### config.mk
export PLATFORM = sky130hd
export DESIGN_NAME = button_debouncer
export DESIGN_NICKNAME = d
export VERILOG_FILES = /design/src/rtl/button_pkg.sv /design/src/rtl/sync_2ff.sv /design/src/rtl/button_debouncer.sv
export SDC_FILE = /design/constraint.sdc
export NUM_CORES = 1
export LEC_CHECK = 0
export ABC_AREA = 1
export CORE_MARGIN = 2
export CORE_UTILIZATION = 51
export CTS_BUF_LIST = sky130_fd_sc_hd__clkbuf_8
export CTS_CLUSTER_SIZE = 12
export DETAILED_ROUTE_END_ITERATION = 8
export PLACE_DENSITY = 0.74
export SETUP_SLACK_MARGIN = 0.2
export SLEW_MARGIN = 30
export SYNTH_ARGS = -nofsm -noshare
export SYNTH_HDL_FRONTEND = slang
export SYNTH_SLANG_ARGS = --single-unit
export TNS_END_PERCENT = 50
### constraint.sdc
create_clock -name clk -period 2.4 [get_ports clk]
set_clock_uncertainty 0.15 [all_clocks]
set_input_delay 0.24 -clock clk [delete_from_list [all_inputs] [get_ports clk]]
set_output_delay 0.24 -clock clk [all_outputs]
set_load 0.02 [all_outputs]
### src/rtl/button_pkg.sv
`default_nettype none
// ============================================================================
//  Module      : button_pkg
//  Description : Shared definitions for the push-button conditioning block:
//                auto-repeat FSM state encoding, default timing constants for
//                a 50 MHz system clock, and small sizing helpers.
//  Revision    : 1.0 - initial release
// ============================================================================
package button_pkg;

    // Auto-repeat state machine encoding
    typedef enum logic [1:0] {
        ST_IDLE   = 2'd0,
        ST_DELAY  = 2'd1,
        ST_REPEAT = 2'd2
    } rpt_state_e;

    // Default timing at 50 MHz
    localparam int c_DEBOUNCE_CYCLES_50M = 1_000_000;  // 20 ms
    localparam int c_REPEAT_DELAY_50M    = 25_000_000; // 500 ms
    localparam int c_REPEAT_PERIOD_50M   = 5_000_000;  // 100 ms

    function automatic int max_int(input int a, input int b);
        return (a > b) ? a : b;
    endfunction

    // Counter width able to hold 0 .. n-1; never narrower than one bit so a
    // degenerate count of 1 still yields a legal vector.
    function automatic int cnt_width(input int n);
        return (n < 2) ? 1 : $clog2(n);
    endfunction

endpackage : button_pkg
`default_nettype wire

### src/rtl/sync_2ff.sv
`default_nettype none
// ============================================================================
//  Module      : sync_2ff
//  Description : Two-flop synchroniser for a single asynchronous input.
//                Both stages reset to RESET_VAL.
//  Ports       : clk     - destination clock
//                rst_n   - asynchronous active-low reset
//                data_i  - asynchronous input
//                data_o  - synchronised output (two clk cycles of latency)
//  Revision    : 1.0 - initial release
// ============================================================================
module sync_2ff #(
    parameter bit RESET_VAL = 1'b0
) (
    input  logic clk,
    input  logic rst_n,
    input  logic data_i,
    output logic data_o
);

    logic meta_q;
    logic sync_q;

    always_ff @(posedge clk or negedge rst_n) begin
        if (!rst_n) begin
            meta_q <= RESET_VAL;
            sync_q <= RESET_VAL;
        end else begin
            meta_q <= data_i;
            sync_q <= meta_q;
        end
    end

    assign data_o = sync_q;

endmodule : sync_2ff
`default_nettype wire

### src/rtl/button_debouncer.sv
`default_nettype none
// ============================================================================
//  Module      : button_debouncer
//  Description : Conditions one raw push-button pin into a debounced level,
//                single-cycle press/release strobes, an optional auto-repeat
//                strobe while held, and a combined click strobe.
//  Ports       : clk           - system clock
//                rst_n         - asynchronous active-low reset
//                button_async  - raw pin, asynchronous to clk
//                button_level  - debounced level, 1 = pressed
//                press_pulse   - one-cycle strobe on accepted press
//                release_pulse - one-cycle strobe on accepted release
//                repeat_pulse  - one-cycle strobe per auto-repeat tick
//                click         - press_pulse | repeat_pulse
//  Revision    : 1.0 - initial release
// ============================================================================
module button_debouncer
    import button_pkg::*;
#(
    parameter int DEBOUNCE_CYCLES = c_DEBOUNCE_CYCLES_50M,
    parameter int REPEAT_DELAY    = c_REPEAT_DELAY_50M,
    parameter int REPEAT_PERIOD   = c_REPEAT_PERIOD_50M,
    parameter bit REPEAT_EN       = 1'b1,
    parameter bit ACTIVE_LOW      = 1'b1
) (
    input  logic clk,
    input  logic rst_n,
    input  logic button_async,
    output logic button_level,
    output logic press_pulse,
    output logic release_pulse,
    output logic repeat_pulse,
    output logic click
);

    localparam int c_DB_W  = cnt_width(DEBOUNCE_CYCLES);
    localparam int c_RPT_W = cnt_width(max_int(REPEAT_DELAY, REPEAT_PERIOD));

    localparam logic [c_DB_W-1:0]  c_DB_LAST     = c_DB_W'(DEBOUNCE_CYCLES - 1);
    localparam logic [c_DB_W-1:0]  c_DB_ONE      = c_DB_W'(1);
    localparam logic [c_RPT_W-1:0] c_DELAY_LAST  = c_RPT_W'(REPEAT_DELAY - 1);
    localparam logic [c_RPT_W-1:0] c_PERIOD_LAST = c_RPT_W'(REPEAT_PERIOD - 1);
    localparam logic [c_RPT_W-1:0] c_RPT_ONE     = c_RPT_W'(1);

    // ------------------------------------------------------------------
    // Polarity normalisation and synchronisation. Inverting ahead of the
    // synchroniser lets its reset value of 0 mean "released".
    // ------------------------------------------------------------------
    logic w_pin_active;
    logic w_sample;

    assign w_pin_active = ACTIVE_LOW ? ~button_async : button_async;

    sync_2ff #(
        .RESET_VAL (1'b0)
    ) u_sync (
        .clk    (clk),
        .rst_n  (rst_n),
        .data_i (w_pin_active),
        .data_o (w_sample)
    );

    // ------------------------------------------------------------------
    // Debounce: count consecutive cycles the sample disagrees with the
    // accepted level; any agreeing cycle restarts the count.
    // ------------------------------------------------------------------
    logic              level_q,  level_d;
    logic [c_DB_W-1:0] db_cnt_q, db_cnt_d;
    logic              w_accept;

    always_comb begin
        level_d  = level_q;
        db_cnt_d = '0;
        w_accept = 1'b0;
        if (w_sample != level_q) begin
            if (db_cnt_q == c_DB_LAST) begin
                w_accept = 1'b1;
                level_d  = w_sample;
            end else begin
                db_cnt_d = db_cnt_q + c_DB_ONE;
            end
        end
    end

    logic press_d;
    logic release_d;
    logic repeat_d;
    logic click_d;

    assign press_d   = w_accept &  w_sample;
    assign release_d = w_accept & ~w_sample;

    // ------------------------------------------------------------------
    // Auto-repeat state machine
    // ------------------------------------------------------------------
    generate
        if (REPEAT_EN) begin : g_repeat
            rpt_state_e         state_q,   state_d;
            logic [c_RPT_W-1:0] rpt_cnt_q, rpt_cnt_d;

            always_ff @(posedge clk or negedge rst_n) begin
                if (!rst_n) begin
                    state_q   <= ST_IDLE;
                    rpt_cnt_q <= '0;
                end else begin
                    state_q   <= state_d;
                    rpt_cnt_q <= rpt_cnt_d;
                end
            end

            // A release accepted on the same edge as a terminal count wins:
            // the button is no longer held, so no repeat strobe is issued.
            always_comb begin
                state_d   = state_q;
                rpt_cnt_d = rpt_cnt_q;
                repeat_d  = 1'b0;
                case (state_q)
                    ST_IDLE: begin
                        rpt_cnt_d = '0;
                        if (press_d) begin
                            state_d = ST_DELAY;
                        end
                    end
                    ST_DELAY: begin
                        if (release_d) begin
                            state_d   = ST_IDLE;
                            rpt_cnt_d = '0;
                        end else if (rpt_cnt_q == c_DELAY_LAST) begin
                            repeat_d  = 1'b1;
                            rpt_cnt_d = '0;
                            state_d   = ST_REPEAT;
                        end else begin
                            rpt_cnt_d = rpt_cnt_q + c_RPT_ONE;
                        end
                    end
                    ST_REPEAT: begin
                        if (release_d) begin
                            state_d   = ST_IDLE;
                            rpt_cnt_d = '0;
                        end else if (rpt_cnt_q == c_PERIOD_LAST) begin
                            repeat_d  = 1'b1;
                            rpt_cnt_d = '0;
                        end else begin
                            rpt_cnt_d = rpt_cnt_q + c_RPT_ONE;
                        end
                    end
                    default: begin
                        state_d   = ST_IDLE;
                        rpt_cnt_d = '0;
                    end
                endcase
            end
        end else begin : g_no_repeat
            assign repeat_d = 1'b0;
        end
    endgenerate

    assign click_d = press_d | repeat_d;

    // ------------------------------------------------------------------
    // Output and debounce registers
    // ------------------------------------------------------------------
    logic press_q;
    logic release_q;
    logic repeat_q;
    logic click_q;

    always_ff @(posedge clk or negedge rst_n) begin
        if (!rst_n) begin
            level_q   <= 1'b0;
            db_cnt_q  <= '0;
            press_q   <= 1'b0;
            release_q <= 1'b0;
            repeat_q  <= 1'b0;
            click_q   <= 1'b0;
        end else begin
            level_q   <= level_d;
            db_cnt_q  <= db_cnt_d;
            press_q   <= press_d;
            release_q <= release_d;
            repeat_q  <= repeat_d;
            click_q   <= click_d;
        end
    end

    assign button_level  = level_q;
    assign press_pulse   = press_q;
    assign release_pulse = release_q;
    assign repeat_pulse  = repeat_q;
    assign click         = click_q;

endmodule : button_debouncer
`default_nettype wire

# Word level (Yosys, flattened, before mapping)
# Cells that the tools add are included.
# Widths: inputs -> output; s select.
word_totals:
  ff_bits: 54
  latchBits: 0
  mem_bits_rw: 0
  romBits: 0
  input_bits: 3
  output_inout_bits: 5
  wordCells: 48
  memories: 0
classes:
  addsub: 2
  mul: 0
  div: 0
  n_lt_le_gt_ge: 0
  n_eq_ne: 9
  shift: 0
  muxes: 19
  bitwise_logic: 5
  n_reduce_logical: 3
ops:
  columns: ["op", "count"]
  rows:
  - ["$mux 25", 4]
  - ["$pmux 25 s2", 1]
  - ["$mux 20", 2]
  - ["$add 25x1->25 const B", 1]
  - ["$eq 25x23->1 const B", 1]
  - ["$eq 25x25->1 const B", 1]
  - ["$add 20x1->20 const B", 1]
  - ["$eq 20x20->1 const B", 1]
  - ["$mux 2", 4]
  - ["$mux 1", 6]
  - ["$pmux 2 s3", 1]
  - ["$ne 2x2->1 const B", 2]
  - ["$ne 3x3->1 const B", 1]
  - ["$reduce_and 3->1", 1]
  - ["$and 1x1->1", 2]
  - ["$eq 2x1->1 const B", 1]
  - ["$eq 2x2->1 const B", 1]
  - ["$logic_not 2->1", 1]
  - ["$not 1->1", 2]
  - ["$pmux 1 s2", 1]
  - ["$reduce_and 2->1", 1]
  - ["$ne 1x1->1", 1]
  - ["$or 1x1->1", 1]

# Logic depth before layout (Yosys ltp)
logic_depth:
  ltp_word: 7
  ltp_mapped: 11
  mapped_depth_nobuf: 10

# Modules after synthesis
# From an unflattened synthesis, not the netlist that was laid out.
hier_totals:
  cells_unflattened: 418
  hier_area_um2: 3163.0
by_module_without_submodules:
  columns: ["mod", "n_inst", "cells_per_inst", "area_each_um2", "seq_area_each_um2"]
  rows:
  - ["button_debouncer", 1, 416, 3113.0, 1301.2]
  - ["sync_2ff", 1, 2, 50.0, 50.0]

# Least setup slack after synthesis
# No wires, ideal clock.
synth_timing:
  path_type: "register to register"
  from: "register g_repeat.rpt_cnt_q[0]"
  to: "register g_repeat.rpt_cnt_q[16]"
  setup_time_ns: 0.121
  arrival_ns: 1.450
  required_time_ns: 2.129
  path_slack_ns: 0.680
  path_stages_with_launch: 12
  path_buffers: 1
  period_less_slack_ns: 1.720
  cell_sequence: "dfrtp_1 -> ha_1 -> nand3_2 -> inv_2 -> nand2_2 -> nor2_1 -> nand2_1 -> nand3_2 -> nand2_2 -> nand2_4 -> buf_6 -> nor2_2"
synth_via:
  elab_chain_cells: 4
  word_cells_on_any_way: 8
  classes_between: "1 x add/sub; 2 x eq/ne; 5 x mux"
synth_lines:
  columns: ["item", "line_no", "source"]
  rows:
  - ["from (decl)", "button_debouncer.sv:99", "logic [c_RPT_W-1:0] rpt_cnt_q, rpt_cnt_d;"]
  - ["from (signal assigned)", "button_debouncer.sv:107", "rpt_cnt_q <= rpt_cnt_d;"]
  - ["$add 25x1->25 (tied with other cells)", "button_debouncer.sv:133, button_debouncer.sv:144", null]
  - ["$mux 25, on equally long branches", "button_debouncer.sv:140, button_debouncer.sv:128", null]
  - ["$mux 25, on equally long branches", "button_debouncer.sv:137, button_debouncer.sv:125", null]
  - ["$pmux 25 s2 *", "button_debouncer.sv:117", "case (state_q)"]
  - ["net g_repeat.rpt_cnt_d[16]", "button_debouncer.sv:99", null]
# Mark *: on every way through the listed nets, which the timed path passes. The rest lies on a longest branch.
# A chain may end at the register's enable or synchronous reset.

# Final worst setup path
layout_timing:
  from: "register db_cnt_q[0]"
  to: "register g_repeat.rpt_cnt_q[2]"
layout_via:
  elab_chain_cells: 6
  word_cells_on_any_way: 7
  classes_between: "1 x eq/ne; 5 x mux; 1 x bitwise"
layout_lines:
  columns: ["item", "line_no", "source"]
  rows:
  - ["from (decl)", "button_debouncer.sv:68", "logic [c_DB_W-1:0] db_cnt_q, db_cnt_d;"]
  - ["from (signal assigned)", "button_debouncer.sv:178", "db_cnt_q <= db_cnt_d;"]
  - ["$eq 20x20->1 *", "button_debouncer.sv:76", "if (db_cnt_q == c_DB_LAST) begin"]
  - ["$mux 1 *", "button_debouncer.sv:76", null]
  - ["$mux 1 *", "button_debouncer.sv:75", "if (w_sample != level_q) begin"]
  - ["$and 1x1->1 *", "button_debouncer.sv:91", "assign release_d = w_accept & ~w_sample;"]
  - ["$mux 25, on equally long branches", "button_debouncer.sv:137, button_debouncer.sv:125", null]
  - ["$pmux 25 s2 *", "button_debouncer.sv:117", null]
  - ["net g_repeat.rpt_cnt_d[2]", "button_debouncer.sv:99", null]
# Marks and branches as above.

==> metrics <==
Synth Register Bits 54; Synth Cell Area 0.003163 mm^2; Worst R2R End g_repeat.rpt_cnt_q[2]; Gate power share 2.8%; Chip Width 82.75 um; setup TNS 0 ps; largest cells by area after synthesis dfrtp_1, nand2_1, nor2_1; placer congestion estimate 0.9298; Power Internal 1.244 mW; Setup violations, final 0; clk_lat worst skew 320 ps; P_leak 1.490 nW; Die Ht 82.75 um; post-synth top area share 42.72%; final hold vios 0; worst-case clock buffer depth 2; PD cells 464.1 mW/mm^2; hold wc startpoint u_sync.meta_q; Cells after Synth 418; Setup CP Type reg -> reg; FF-to-FF path depth 8; Final Slew Violations 0; switching part of the total 22.10%; Routed WL per cell 13.09 um; initial antenna violation count 0; Nets 441; status finished, final reports clean; Starting Density 53.11%; Post-DRT Antenna Nets 0; Routed WL 6.665 mm; via/cell ratio 5.208; share of layout cells above drive strength 1 10.37%; period utilisation layout 81.78%; largest net degree at the start of global routing 26; Worst Max-Slew Pin Slew 534.4 ps; vias in the first global route 2423; sw power 0.3529 mW; FF-to-FF setup slack 440 ps; HP Class reg -> reg; WHS Endpoint u_sync.data_o; via count 2651; RSZ-0062 raised after global routing false; cells resized by post-CTS repair 0; CTS tree built; Syn Area/Cell 7.567 um^2; Syn Nets 426; clock slew at reported path FFs 110 ps; hold path depth 0; count of input and output buffers 7; Setup Fix Bufs, Post-CTS 0; clock share of power 39.6%; CTS root buffer clkbuf_8; clk sink count 54; P&R area growth vs syn 8.782%; minimum clock period 1963 ps; sequential power share 57.6%; Ys Warns 0; grt ovf 0; I/O pin cnt 8; First DRT Iteration DRCs 203; Seq/Total Area, Yosys 42.72%; router iterations before antenna repair 5; global-route wire length before repair 11.45 mm; Hold-fix buffers, CTS 1; Fillers 541; Req. time, crit path 2440 ps; die area 0.006848 mm^2; max-cap viol count 0; residual DRC count 0; gr usage total 21.73%; CTS H-Tree Depth 2; CP Launch Type flip-flop; CP endpoint kind flip-flop; Num CTS Buffers 5; ant diodes 0; fmax 509.5 MHz; HPWL after DPL 5.133 mm; worst r2r src db_cnt_q[0]; Distinct cells, synth 32; Site Rows 28; Fin Hold WS 197.1 ps; peak supply drop 0.2576 mV; worst-path fanout max 25; critical path arrival 2000 ps; Rel. slew slack 64.24%; core area 0.005956 mm^2; post-synth top area cell dfrtp_1
flip-flops by register name (all words and copies together) (netlist names):
| name | count |
|---|---|
| button_level | 1 |
| click | 1 |
| db_cnt_q | 20 |
| g_repeat.rpt_cnt_q | 25 |
| g_repeat.state_q | 2 |
| press_pulse | 1 |
| release_pulse | 1 |
| repeat_pulse | 1 |
| u_sync.data_o | 1 |
| u_sync.meta_q | 1 |
stage by stage:
step | utilization (%) | total power, mW | instances | setup WS, ps | area [um^2]
6_report | 57.77 | 1.597 | 509 | 437.3 | 3441
5_1_grt | 57.77 | 1.660 | 509 | 239.4 | 3441
4_1_cts | 57.77 | 1.614 | 509 | 427.0 | 3441
3_5_place_dp | 55.65 | 0.9824 | 500 | 440.2 | 3314
3_3_place_gp | 55.65 | 0.9801 | 500 | 525.6 | 3314
2_1_floorplan | - | 0.9524 | 418 | 679.8 | 3163
metal layers:
| metal | vias to the layer above | global-route usage, % | part of all wire [%] |
|---|---|---|---|
| li1 | 1354 | - | - |
| met1 | 1215 | 31.65 | 51 |
| met2 | 72 | 33.55 | 43 |
| met3 | 10 | 3.696 | 4.9 |
| met4 | 0 | 5.410 | 1.1 |
| met5 | - | 0 | 0 |
power by group through the flow:
stage               logic [mW]  clock network (mW)  registers (mW)
floorplan               0.0158                   0           0.937
global placement        0.0427                   0           0.937
detailed placement      0.0448                   0           0.938
CTS                     0.0458               0.648           0.920
global route            0.0511               0.688           0.921
finish                  0.0441               0.633           0.920
how the worst max path moves through the flow:
| stage | startpoint | end | cells after the start |
|---|---|---|---|
| after floorplan | g_repeat.rpt_cnt_q[0] | g_repeat.rpt_cnt_q[16] | 11 |
| after global placement | g_repeat.rpt_cnt_q[0] | g_repeat.rpt_cnt_q[8] | 10 |
| after detailed placement | g_repeat.rpt_cnt_q[0] | g_repeat.rpt_cnt_q[12] | 10 |
| after CTS | g_repeat.rpt_cnt_q[0] | g_repeat.rpt_cnt_q[1] | 10 |
| after global routing | g_repeat.rpt_cnt_q[0] | g_repeat.rpt_cnt_q[2] | 10 |
| final | db_cnt_q[0] | g_repeat.rpt_cnt_q[2] | 8 |
critical path, cell delays in order, from the launching register on:
cell	delay, ps
dfrtp_1	390
ha_1	210
nand3_2	180
nor2_4	210
nand4_4	150
nand3_2	120
nand2_2	70
nand2_4	260
nor2_1	80
layout by cell type, fill, tap and decap left out, types with 2 or more instances in the layout:
master           Yosys  layout
nand2_1             89      89
nor2_1              82      82
dfrtp_1             54      54
inv_1               48      48
nand3_1             29      29
nor2_2              16      16
nor3_1              15      15
xor2_1              15      15
nand4_1             15      15
a21oi_1              9       9
xnor2_1              7       7
clkdlybuf4s50_1      0       6
ha_1                 5       5
clkbuf_8             0       5
inv_2                4       4
nand2_2              3       3
nand3_2              3       3
o21ai_1              3       3
o21ai_0              3       3
nor2_4               2       2
nor3_2               2       2
buf_4                0       2
cell type report:
| cell class | instances | area [um^2] | area share (%) |
|---|---|---|---|
| sequential | 54 | 1351 | 39.27 |
| multi-input combinational | 310 | 1594 | 46.33 |
| clock inverter | 3 | 47.55 | 1.382 |
| timing repair buffer | 10 | 90.09 | 2.618 |
| tap | 75 | 93.84 | 2.727 |
| clock buffer | 5 | 68.82 | 2.000 |
| inverter | 52 | 195.2 | 5.673 |
Yosys cell counts:
cell       n
nand2_1   89
nor2_1    82
dfrtp_1   54
inv_1     48
nand3_1   29
nor2_2    16
nand4_1   15
nor3_1    15
xor2_1    15
a21oi_1    9
xnor2_1    7
ha_1       5
inv_2      4
nand2_2    3
nand3_2    3
o21ai_0    3
o21ai_1    3
buf_6      2
nor2_4     2
nor3_2     2
a211oi_1   1
a21o_1     1
a31oi_1    1
a31oi_2    1
and3_1     1
nand2_4    1
nand3b_1   1
nand4_4    1
nor3_4     1
nor3b_1    1
nor4_1     1
o22ai_1    1
cell families after synthesis:
| kind of cell | count (synthesis) | share of synthesized area (%) |
|---|---|---|
| simple gates | 263 | 38.69 |
| buf+inv | 54 | 6.883 |
| compound gates | 20 | 3.639 |
| flops | 54 | 42.72 |
| fa+ha+maj | 5 | 1.978 |
| xor+xnor | 22 | 6.092 |
Power figures use the tool's default switching activity.
